$ cat config.mk
export PLATFORM = sky130hd
export DESIGN_NAME = mem_stage_ctrl
export DESIGN_NICKNAME = d
export VERILOG_FILES = /design/src/rtl/mem_stage_ctrl_pkg.sv /design/src/rtl/mem_stage_ctrl_timeout.sv /design/src/rtl/mem_stage_ctrl.sv
export SDC_FILE = /design/constraint.sdc
export NUM_CORES = 1
export LEC_CHECK = 0
export ABC_CLOCK_PERIOD_IN_PS = 2000
export CELL_PAD_IN_SITES_DETAIL_PLACEMENT = 0
export CELL_PAD_IN_SITES_GLOBAL_PLACEMENT = 1
export CORE_ASPECT_RATIO = 0.6
export CORE_UTILIZATION = 21
export DETAILED_ROUTE_END_ITERATION = 6
export PLACE_DENSITY_LB_ADDON = 0.1
export REMOVE_ABC_BUFFERS = 1
export SLEW_MARGIN = 25
export SYNTH_ARGS = -nofsm -noshare
export SYNTH_HDL_FRONTEND = slang
export SYNTH_SLANG_ARGS = --single-unit
$ cat constraint.sdc
create_clock -name clk -period 2 [get_ports clk]
set_clock_uncertainty 0.15 [all_clocks]
set_input_delay 0.4 -clock clk [delete_from_list [all_inputs] [get_ports clk]]
set_output_delay 0.4 -clock clk [all_outputs]
set_load 0.01 [all_outputs]
$ cat src/rtl/mem_stage_ctrl_pkg.sv
// mem_stage_ctrl_pkg: state encoding and default timing parameters for the memory-stage controller
package mem_stage_ctrl_pkg;
  typedef enum logic [1:0] {
    IDLE = 2'b00,
    BUSY = 2'b01,
    DONE = 2'b10
  } state_e;
  localparam int TIMEOUT_DEF = 16;
  localparam int CNT_W_DEF   = 5;
endpackage

$ cat src/rtl/mem_stage_ctrl_timeout.sv
// mem_timeout_cnt: counts BUSY cycles and flags the last cycle before the access is abandoned
module mem_timeout_cnt #(
  parameter int TIMEOUT = 16,
  parameter int CNT_W   = 5
) (
  input  logic clk,
  input  logic rst,
  input  logic clr,
  input  logic en,
  output logic expire
);
  logic [CNT_W-1:0] cnt_q;
  assign expire = cnt_q == CNT_W'(TIMEOUT - 1);
  // clear on issue, advance once per BUSY cycle
  always_ff @(posedge clk)
    cnt_q <= rst | clr ? '0 : en ? cnt_q + 1'b1 : cnt_q;
endmodule

$ cat src/rtl/mem_stage_ctrl.sv
// mem_stage_ctrl: turns X/M load/store/dump requests into a stalled multi-cycle memory handshake
module mem_stage_ctrl
  import mem_stage_ctrl_pkg::*;
#(
  parameter int TIMEOUT = TIMEOUT_DEF,
  parameter int CNT_W   = CNT_W_DEF
) (
  input  logic        clk,
  input  logic        rst,
  input  logic [15:0] dataAddrM,
  input  logic [15:0] wrtDataM,
  input  logic        memWrtM,
  input  logic        readEnM,
  input  logic        createDumpM,
  input  logic        memRdy,
  input  logic        memDone,
  input  logic [15:0] memRdata,
  output logic        memReq,
  output logic        memWr,
  output logic [15:0] memAddr,
  output logic [15:0] memWdata,
  output logic        memDump,
  output logic        stallM,
  output logic [15:0] readDataM,
  output logic        errM
);
  state_e      state_q;
  logic        err_q;
  logic        dump_done_q;
  logic        wr_q;
  logic [15:0] rdata_q;
  logic        req;
  logic        aligned_req;
  logic        issue;
  logic        expire;
  assign req         = (memWrtM | readEnM) & ~err_q;
  assign aligned_req = state_q == IDLE & req & ~dataAddrM[0];
  assign issue       = aligned_req & memRdy;
  assign memReq      = issue;
  assign memWr       = memWrtM;
  assign memAddr     = dataAddrM;
  assign memWdata    = wrtDataM;
  assign stallM      = aligned_req | state_q == BUSY;
  assign memDump     = state_q == IDLE & createDumpM & ~req & ~dump_done_q;
  assign readDataM   = rdata_q;
  assign errM        = err_q;
  mem_timeout_cnt #(.TIMEOUT(TIMEOUT), .CNT_W(CNT_W)) u_tmo (
    .clk    (clk),
    .rst    (rst),
    .clr    (issue),
    .en     (state_q == BUSY),
    .expire (expire)
  );
  // access sequencing, sticky error, one-shot dump and load-data capture
  always_ff @(posedge clk) begin
    if (rst) begin
      state_q     <= IDLE;
      err_q       <= 1'b0;
      dump_done_q <= 1'b0;
      wr_q        <= 1'b0;
      rdata_q     <= 16'h0000;
    end else begin
      case (state_q)
        IDLE: begin
          if (req & dataAddrM[0]) err_q <= 1'b1;
          if (issue) begin
            state_q <= BUSY;
            wr_q    <= memWrtM;
          end
          if (memDump) dump_done_q <= 1'b1;
        end
        BUSY: begin
          if (memDone) begin
            if (!wr_q) rdata_q <= memRdata;
            state_q <= DONE;
          end else if (expire) begin
            err_q   <= 1'b1;
            rdata_q <= 16'h0000;
            state_q <= DONE;
          end
        end
        default: state_q <= IDLE;
      endcase
    end
  end
endmodule

==> results of run 1 <==
[final timing paths]
path | from | endpoint | cells past startpoint
worst min-delay path | dump_done_q | dump_done_q | 2
worst max register to register | u_tmo.cnt_q[0] | readDataM[2] | 8
worst max-delay path | u_tmo.cnt_q[0] | readDataM[2] | 8
worst min register to register | dump_done_q | dump_done_q | 2
[per-stage QoR]
stage	total power, mW	setup slack [ns]	std cells	area, um2
finish	1.06	0.132	241	1690
global placement	0.721	-0.404	235	1590
global route	1.13	-0.00957	241	1690
CTS	1.08	-0.0167	239	1670
detailed placement	0.720	-0.412	235	1590
floorplan	0.608	0.172	101	976
[power by group through the flow]
stage               combinational, mW  clock, mW  sequential [mW]
floorplan                      0.0517          0            0.556
global placement                0.168          0            0.553
detailed placement              0.167          0            0.553
CTS                             0.172      0.367            0.541
global route                    0.189      0.395            0.543
finish                          0.174      0.344            0.541
[sequential cells by signal, summed over array words and instances, names as in the netlist]
register     flops
dump_done_q      1
errM             1
readDataM       16
state_q          2
u_tmo.cnt_q      5
wr_q             1
[worst min-delay path: stages, from the launching register on]
cell     delay (ns)
dfxtp_1        0.32
inv_1          0.04
a21oi_1        0.05
[what timing repair did]
action | in CTS | in global routing
setup endpoints to repair | 21 | 17
pin swaps | 3 | 3
gates resized for setup | 18 | 2
buffers inserted | 0 | 2
hold buffers | 0 | 0
[cell families after synthesis]
family | count (synthesis) | share of synthesized area [%]
AO/OA/AOI/OAI | 23 | 13.9
XOR/XNOR | 3 | 2.06
adder cells (fa/ha/maj) | 2 | 1.96
buffers and inverters | 42 | 24.3
flip-flops | 26 | 40.9
multiplexers | 1 | 0.786
AND/OR/NAND/NOR | 43 | 16.1
[area by class of cell]
cell class,count,area share (%)
sequential,26,30.7
timing repair buffer,56,31.3
inverter,3,0.665
tap,80,5.91
clock buffer,4,3.25
multi-input combinational,72,28.1
[metal layers]
layer / vias to the layer above / global-route usage, % / wire length, um
met4: 0 / 2.68 / 30
met1: 448 / 13.1 / 1620
met5: - / 0.855 / 0
li1: 476 / - / -
met2: 53 / 13.9 / 1350
met3: 2 / 9.01 / 421
[Yosys cell counts (all sizes together)]
master | instances | area share (%)
clkbuf | 2 | 0.59
nor3 | 2 | 0.79
mux2i | 1 | 0.79
ha | 2 | 2.0
and2 | 1 | 0.69
a21oi | 3 | 1.2
o21bai | 1 | 0.59
nand3 | 1 | 0.39
nand2b | 3 | 1.5
xnor2 | 1 | 0.69
nor2 | 25 | 7.4
o21ai | 1 | 0.69
buf | 37 | 23
a211oi | 1 | 0.59
a22oi | 16 | 10
a221oi | 1 | 0.69
nand4 | 1 | 0.49
nor2b | 3 | 2.1
nand2 | 5 | 1.5
and3 | 1 | 0.49
inv | 3 | 0.88
nand4bb | 1 | 0.88
dfxtp | 26 | 41
xor2 | 2 | 1.4
==> metrics.txt, run 1 <==
status completed; Ant. Diodes 0; Setup TNS 0 ns; CP max FO 16; routed wire length 3.42 mm; first-pass GRT wire length 5.17 mm; Comb power frac 16.5%; crit-path cells ha_1 -> and3_1 -> ha_1 -> nor2b_1 -> o21ai_4 -> buf_12 -> a22oi_1 -> nor2_1; GRT Overall Usage 10.7%; WP data arrival 1.89 ns; Chip Width 103 um; Yosys Warn Count 0; clock latency on the worst-skew pair 0.27 ns; crit share post-route 93.4%; Finished Core Util 29.7%; Area growth syn-to-layout 33.0%; multi-input logic area 477 um2; commonest cells after routing, fill and taps aside clkdlybuf4s50_1 (39), dfxtp_1 (26), nor2_1 (25); DR DRC count 0; number of global-route vias before repair 1012; DRT iter0 DRCs 37; worst stage delay on the critical path 0.35 ns; Clock power frac 32.5%; Final nets 219; CP Capture Type flop; Crit path required time 2.02 ns; clock slew at reported path FFs 0.09 ns; type of element launching the critical path flop; worst min path class flop to flop; Mapped Cells 140; Syn Area/Cell 9.10 um2; hold_ws 0.295 ns; CTS Buf Count 3; commonest non-fill, non-tap cell in the layout clkdlybuf4s50_1; fin crit period 1.87 ns; Switch Pwr 245 uW; H-tree Lvls 1; distinct cell type count after synthesis 29; largest net degree at the start of global routing 18; f_max 535 MHz; grt ovf 0; Final GP Congestion 0.660; Vias/cell 4.06; Top cell by count, worst path ha_1; sequential power share 51.1%; Setup Viol. Count Final 0; critical path's top delay family simple AND/OR/NAND/NOR gates; Final Hold Fails 0; Leakage 0.645 nW; drt wl/cell 14.2 um; Mapped Area 0.00127 mm2; clock sink count 26; Register Area 520 um2; CTS Buffer Depth 2; Slew Limit Fails 0; flop-to-flop setup slack 0.13 ns; Int Pwr 813 uW; Peak VDD IR 0.273 mV; I/O pins 108; CP bufs+invs 1; DR pass1 iterations 4; Sw Ratio 23.2%; initial antenna violation count 0; chip height 62.3 um; via count 979; Starting Density 22.3%; die area 0.00639 mm2; P per Cell Area 625 mW/mm2; number of port buffers 45; share of layout cells above drive strength 1 16.8%; total core area 0.00570 mm2; measured slew at the worst slew-check pin 0.291 ns; Detail Route Antenna Nets 0; FILL cells 617; CTS tree yes; post-DP HPWL 2.46 mm; row cnt 21; max cap viols 0; sequential area share after synthesis 40.9%; slew margin rel. 80.5%; slowest stage cell, crit path dfxtp_1; root buffer cell clkbuf_8; WS Path Type flop to flop; register bit total from synthesis 26
No activity file was read; power rests on OpenSTA's default activity.
==> run 2, diff against run 1 <==
- ABC_CLOCK_PERIOD_IN_PS: 2000 -> 1500
- CORE_UTILIZATION: 21 -> 19
- clock period: 2 -> 1.5 ns (I/O delays scaled with it)
==> metrics.txt, run 2 (same netlist as run 1, synthesis figures left out) <==
status finished with violations; failing checks setup timing; grt ovf 0 (unchanged); Chip Width 108 um (+5.0%); flop-to-flop setup slack -0.18 ns (-0.31 ns); Slew Limit Fails 0 (unchanged); sequential power share 45.5% (-5.6 points); Ant. Diodes 0 (unchanged); Final GP Congestion 0.710 (+7.5%); Setup TNS -2.72 ns (-2.72 ns); total power 1.59 mW (+51%); Clock power frac 37.6% (+5.1 points); Starting Density 20.3% (-2.0 points); CP endpoint readDataM[8]; number of port buffers 45 (unchanged); drt wl/cell 15.8 um (+11%); Final nets 228 (+4.1%); Design Area, Final 0.00192 mm2 (+13%); worst r2r src u_tmo.cnt_q[0]; CP Capture Type flop; commonest cells after routing, fill and taps aside nor2_1 (23), dfxtp_1 (21), clkdlybuf4s50_1 (20), dlygate4sd2_1 (20); Area growth syn-to-layout 50.7%; clock sink count 26 (unchanged); final setup margin -0.176 ns (-0.308 ns); CTS Buf Count 3 (unchanged); Sw Ratio 23.3% (+0.093 points); Peak VDD IR 0.377 mV (+38%); Switch Pwr 371 uW (+51%); worst min path class flop to flop; slew margin rel. 81.6% (+1.0 points); Leakage 0.780 nW (+21%); row cnt 22 (+4.8%); measured slew at the worst slew-check pin 0.276 ns (-0.0146 ns); worst reg-to-reg path cell count 8 (unchanged); post-DP HPWL 2.63 mm (+7.0%); P per Cell Area 831 mW/mm2 (+33%); max reg flops 16 (unchanged); Crit path required time 1.52 ns (-0.50 ns); root buffer cell clkbuf_8; DR pass1 iterations 4 (unchanged); via count 1061 (+8.4%); Finished Core Util 30.6% (+0.87 points); Setup crit start u_tmo.cnt_q[0]; total core area 0.00628 mm2 (+10%); chip height 65.4 um (+5.0%); clock slew at reported path FFs 0.11 ns (+0.02 ns); share of layout cells above drive strength 1 38.8% (+22 points); max cap viols 0 (unchanged); RSZ-0062 raised after global routing yes; Cell Area, Placed 0.00164 mm2 (+2.7%); Int Pwr 1.22 mW (+50%); Final Hold Fails 0 (unchanged); Setup Viol. Count Final 20 (+20); FILL cells 667 (+8.1%); DR DRC count 0 (unchanged); type of element launching the critical path flop; CP max FO 8 (-8); dpl cells 244 (+3.8%); initial antenna violation count 0 (unchanged); f_max 597 MHz (+11%); routed wire length 4.01 mm (+17%); fin crit period 1.68 ns (-0.192 ns); cts hold-fix bufs 0 (unchanged); clock latency on the worst-skew pair 0.28 ns (about the same); WP data arrival 1.69 ns (-0.20 ns); crit share post-route 112% (+18 points); commonest non-fill, non-tap cell in the layout nor2_1; I/O pins 108 (unchanged); WS Path Type flop to flop; DRT iter0 DRCs 27 (-27%); CTS Buffer Depth 2 (unchanged); CTS tree yes; die area 0.00705 mm2 (+10%); first-pass GRT wire length 5.80 mm (+12%); largest net degree at the start of global routing 22 (+4); Critical R2R Capture readDataM[8]; number of global-route vias before repair 1111 (+9.8%); Finished Layout Cells 254 (+5.4%); Comb power frac 16.9% (+0.4 points); H-tree Lvls 1 (unchanged); Vias/cell 4.18 (+2.8%); Detail Route Antenna Nets 0 (unchanged); GRT Overall Usage 11.3% (+0.60 points)
## run 2: cell count changes in the layout (fill, tap and decap cells not counted), sizes merged
cell	previous run	this run
clkbuf	4	3
clkdlybuf4s15	0	2
dlymetal6s2s	1	0
clkdlybuf4s50	39	20
dlygate4sd2	2	20
and2	1	2
bufinv	0	1
buf	14	22
## run 2: repair_timing
action,4_1_cts,5_1_grt
resized for setup,76,8
cloned,1,1
setup endpoints to repair,45,27
buffers inserted,6,1
pin swaps,15,20
## run 2: power groups by stage
stage	logic (mW)	clock network [mW]	registers [mW]
5_1_grt	0.294	0.654	0.729
6_report	0.269	0.600	0.726
2_1_floorplan	0.0689	0	0.742
3_3_place_gp	0.232	0	0.737
4_1_cts	0.271	0.619	0.724
3_5_place_dp	0.233	0	0.736
## run 2: how the worst min path moves through the flow
stage | start | endpoint | slack (ns) | depth (start not counted)
6_report | dump_done_q | dump_done_q | 0.32 | 2
5_1_grt | dump_done_q | dump_done_q | 0.34 | 2
4_1_cts | dump_done_q | dump_done_q | 0.31 | 2
3_5_place_dp | dump_done_q | dump_done_q | 0.29 | 2
3_3_place_gp | dump_done_q | dump_done_q | 0.29 | 2
2_1_floorplan | rst | dump_done_q | 0.22 | 1
## run 2: area by class of cell
class                      count  area (um2)  area share, %
multi-input combinational     73         626           32.6
tap                           84         105           5.48
clock inverter                 1        30.0           1.56
sequential                    26         527           27.4
clock buffer                   3        41.3           2.15
timing repair buffer          64         579           30.2
inverter                       3        11.3          0.587
## run 2: worst max-delay path, cell delays in order, from the launching register on
cell     delay, ns
dfxtp_2       0.37
ha_4          0.14
and3_4        0.18
ha_4          0.12
nor2b_4       0.17
o21ai_4       0.08
buf_8         0.16
a22oi_2       0.14
nor2_1        0.06
## run 2: metrics by stage
step	hold slack [ns]	worst slack, ns
final	0.318	-0.176
after detailed placement	0.292	-0.723
after global placement	0.291	-0.715
after floorplan	0.219	-0.328
after CTS	0.305	-0.256
after global routing	0.342	-0.258
## run 2: layer usage
metal / vias to the layer above / GRT usage (%) / share of wire (%)
li1: 498 / - / -
met1: 502 / 13.9 / 48
met2: 57 / 15.9 / 42
met3: 4 / 7.44 / 9.9
met4: 0 / 3.60 / 0.90
met5: - / 0 / 0
==> run 3, diff against run 2 <==
- GPL_TIMING_DRIVEN: not set -> 0
==> metrics.txt, run 3 (same netlist as run 1, synthesis figures left out) <==
status finished with violations; failing checks setup timing; cts hold-fix bufs 0 (unchanged); drt wl/cell 14.7 um (-6.7%); Detail Route Antenna Nets 0 (unchanged); DRT iter0 DRCs 28 (+3.7%); largest net degree at the start of global routing 23 (+4.5%); Peak VDD IR 0.318 mV (-16%); max cap viols 0 (unchanged); fin crit period 1.70 ns (+0.0221 ns); DR DRC count 0 (unchanged); type of element launching the critical path flop; RSZ-0062 raised after global routing yes; slew margin rel. 69.0% (-13 points); H-tree Lvls 1 (unchanged); WS Path Type flop to flop; CTS Buf Count 3 (unchanged); root buffer cell clkbuf_8; I/O pins 108 (unchanged); commonest non-fill, non-tap cell in the layout nor2_1; die area 0.00705 mm2 (unchanged); Finished Layout Cells 251 (-1.2%); final setup margin -0.198 ns (-0.0221 ns); Slew Limit Fails 0 (unchanged); Hold Crit Depth 2 (unchanged); chip height 65.4 um (unchanged); measured slew at the worst slew-check pin 0.465 ns (+0.189 ns); worst r2r src u_tmo.cnt_q[1]; Starting Density 20.3% (unchanged); commonest cells after routing, fill and taps aside nor2_1 (24), dfxtp_1 (21), dlygate4sd2_1 (21); share of layout cells above drive strength 1 35.9% (-2.9 points); max reg flops 16 (unchanged); Ant. Diodes 0 (unchanged); clock slew at reported path FFs 0.09 ns (-0.02 ns); post-DP HPWL 2.52 mm (-4.5%); initial antenna violation count 0 (unchanged); grt ovf 0 (unchanged); number of global-route vias before repair 1090 (-1.9%); via count 1048 (-1.2%); dpl cells 230 (-5.7%); beginning of the worst hold path dump_done_q; Final GP Congestion 0.668 (-6.0%); routed wire length 3.70 mm (-7.8%); Leakage 0.771 nW (-1.2%); CTS Buffer Depth 2 (unchanged); worst min path class flop to flop; CP max FO 8 (unchanged); P per Cell Area 761 mW/mm2 (-8.4%); Vias/cell 4.18 (about the same); Chip Width 108 um (unchanged); DR pass1 iterations 4 (unchanged); CTS tree yes; Setup crit start u_tmo.cnt_q[1]; total power 1.43 mW (-10%); Final nets 225 (-1.3%); Crit path required time 1.50 ns (-0.02 ns); clock sink count 26 (unchanged); GRT Overall Usage 10.8% (-0.54 points); number of port buffers 45 (unchanged); clock latency on the worst-skew pair 0.27 ns (about the same); worst reg-to-reg path cell count 8 (unchanged); first-pass GRT wire length 5.62 mm (-3.1%); Area growth syn-to-layout 47.3%; Final Hold Fails 0 (unchanged); row cnt 22 (unchanged); WP data arrival 1.69 ns (about the same); Setup Viol. Count Final 21 (+5.0%); total core area 0.00628 mm2 (unchanged); crit share post-route 113% (+1.5 points); f_max 589 MHz (-1.3%); CP Capture Type flop
-- run 3: layout make-up --
class                           instances  area [um2]
Timing Repair Buffer                   62         572
Clock buffer                            4        55.1
Inverter                                3        11.3
Sequential cell                        26         529
Multi-Input combinational cell         72         604
Fill cell                             668        4400
Tap cell                               84         105
-- run 3: per-stage QoR --
step	setup WS [ns]	hold WS (ns)	cell area, um2	setup TNS (ns)	utilization [%]
finish	-0.198	0.300	1880	-3.23	29.9
global route	-0.305	0.340	1880	-5.14	29.9
CTS	-0.315	0.302	1830	-5.60	29.2
detailed placement	-0.907	0.288	1530	-18.35	24.4
global placement	-0.924	0.288	1530	-17.62	24.4
floorplan	-0.328	0.219	976	-5.22	-
-- run 3: power breakdown --
part	internal (mW)	switching [mW]
Combinational	0.148	0.107
Clock	0.234	0.215
Sequential	0.709	0.0144
Total	1.09	0.337
-- run 3: worst paths after layout --
kind / slack, ns / endpoint
max reg2reg: -0.20 / readDataM[15]
min reg2reg: 0.30 / dump_done_q
max: -0.20 / readDataM[15]
min: 0.30 / dump_done_q
-- run 3: what timing repair did --
item | CTS | global route
resized for setup | 70 | 9
endpoints found under the setup margin | 47 | 26
cloned | 1 | 0
buffers inserted | 9 | 9
pin swaps | 4 | 12
-- run 3: metal layers --
metal	vias up	part of all wire, %	wire length, um	GRT usage [%]
met1	509	47	1750	13.0
met4	0	0.73	27	2.57
met2	50	42	1560	15.5
li1	487	-	-	-
met3	2	9.7	360	7.24
met5	-	0	0	0.794
-- run 3: worst max-delay path, cell delays in order, from the launching register on --
cell and delay, ns:
dfxtp_2 0.36, ha_4 0.13, and3_4 0.19, ha_4 0.13, nor2b_4 0.16, o21ai_4 0.08
buf_8 0.16, a22oi_2 0.15, nor2_1 0.05
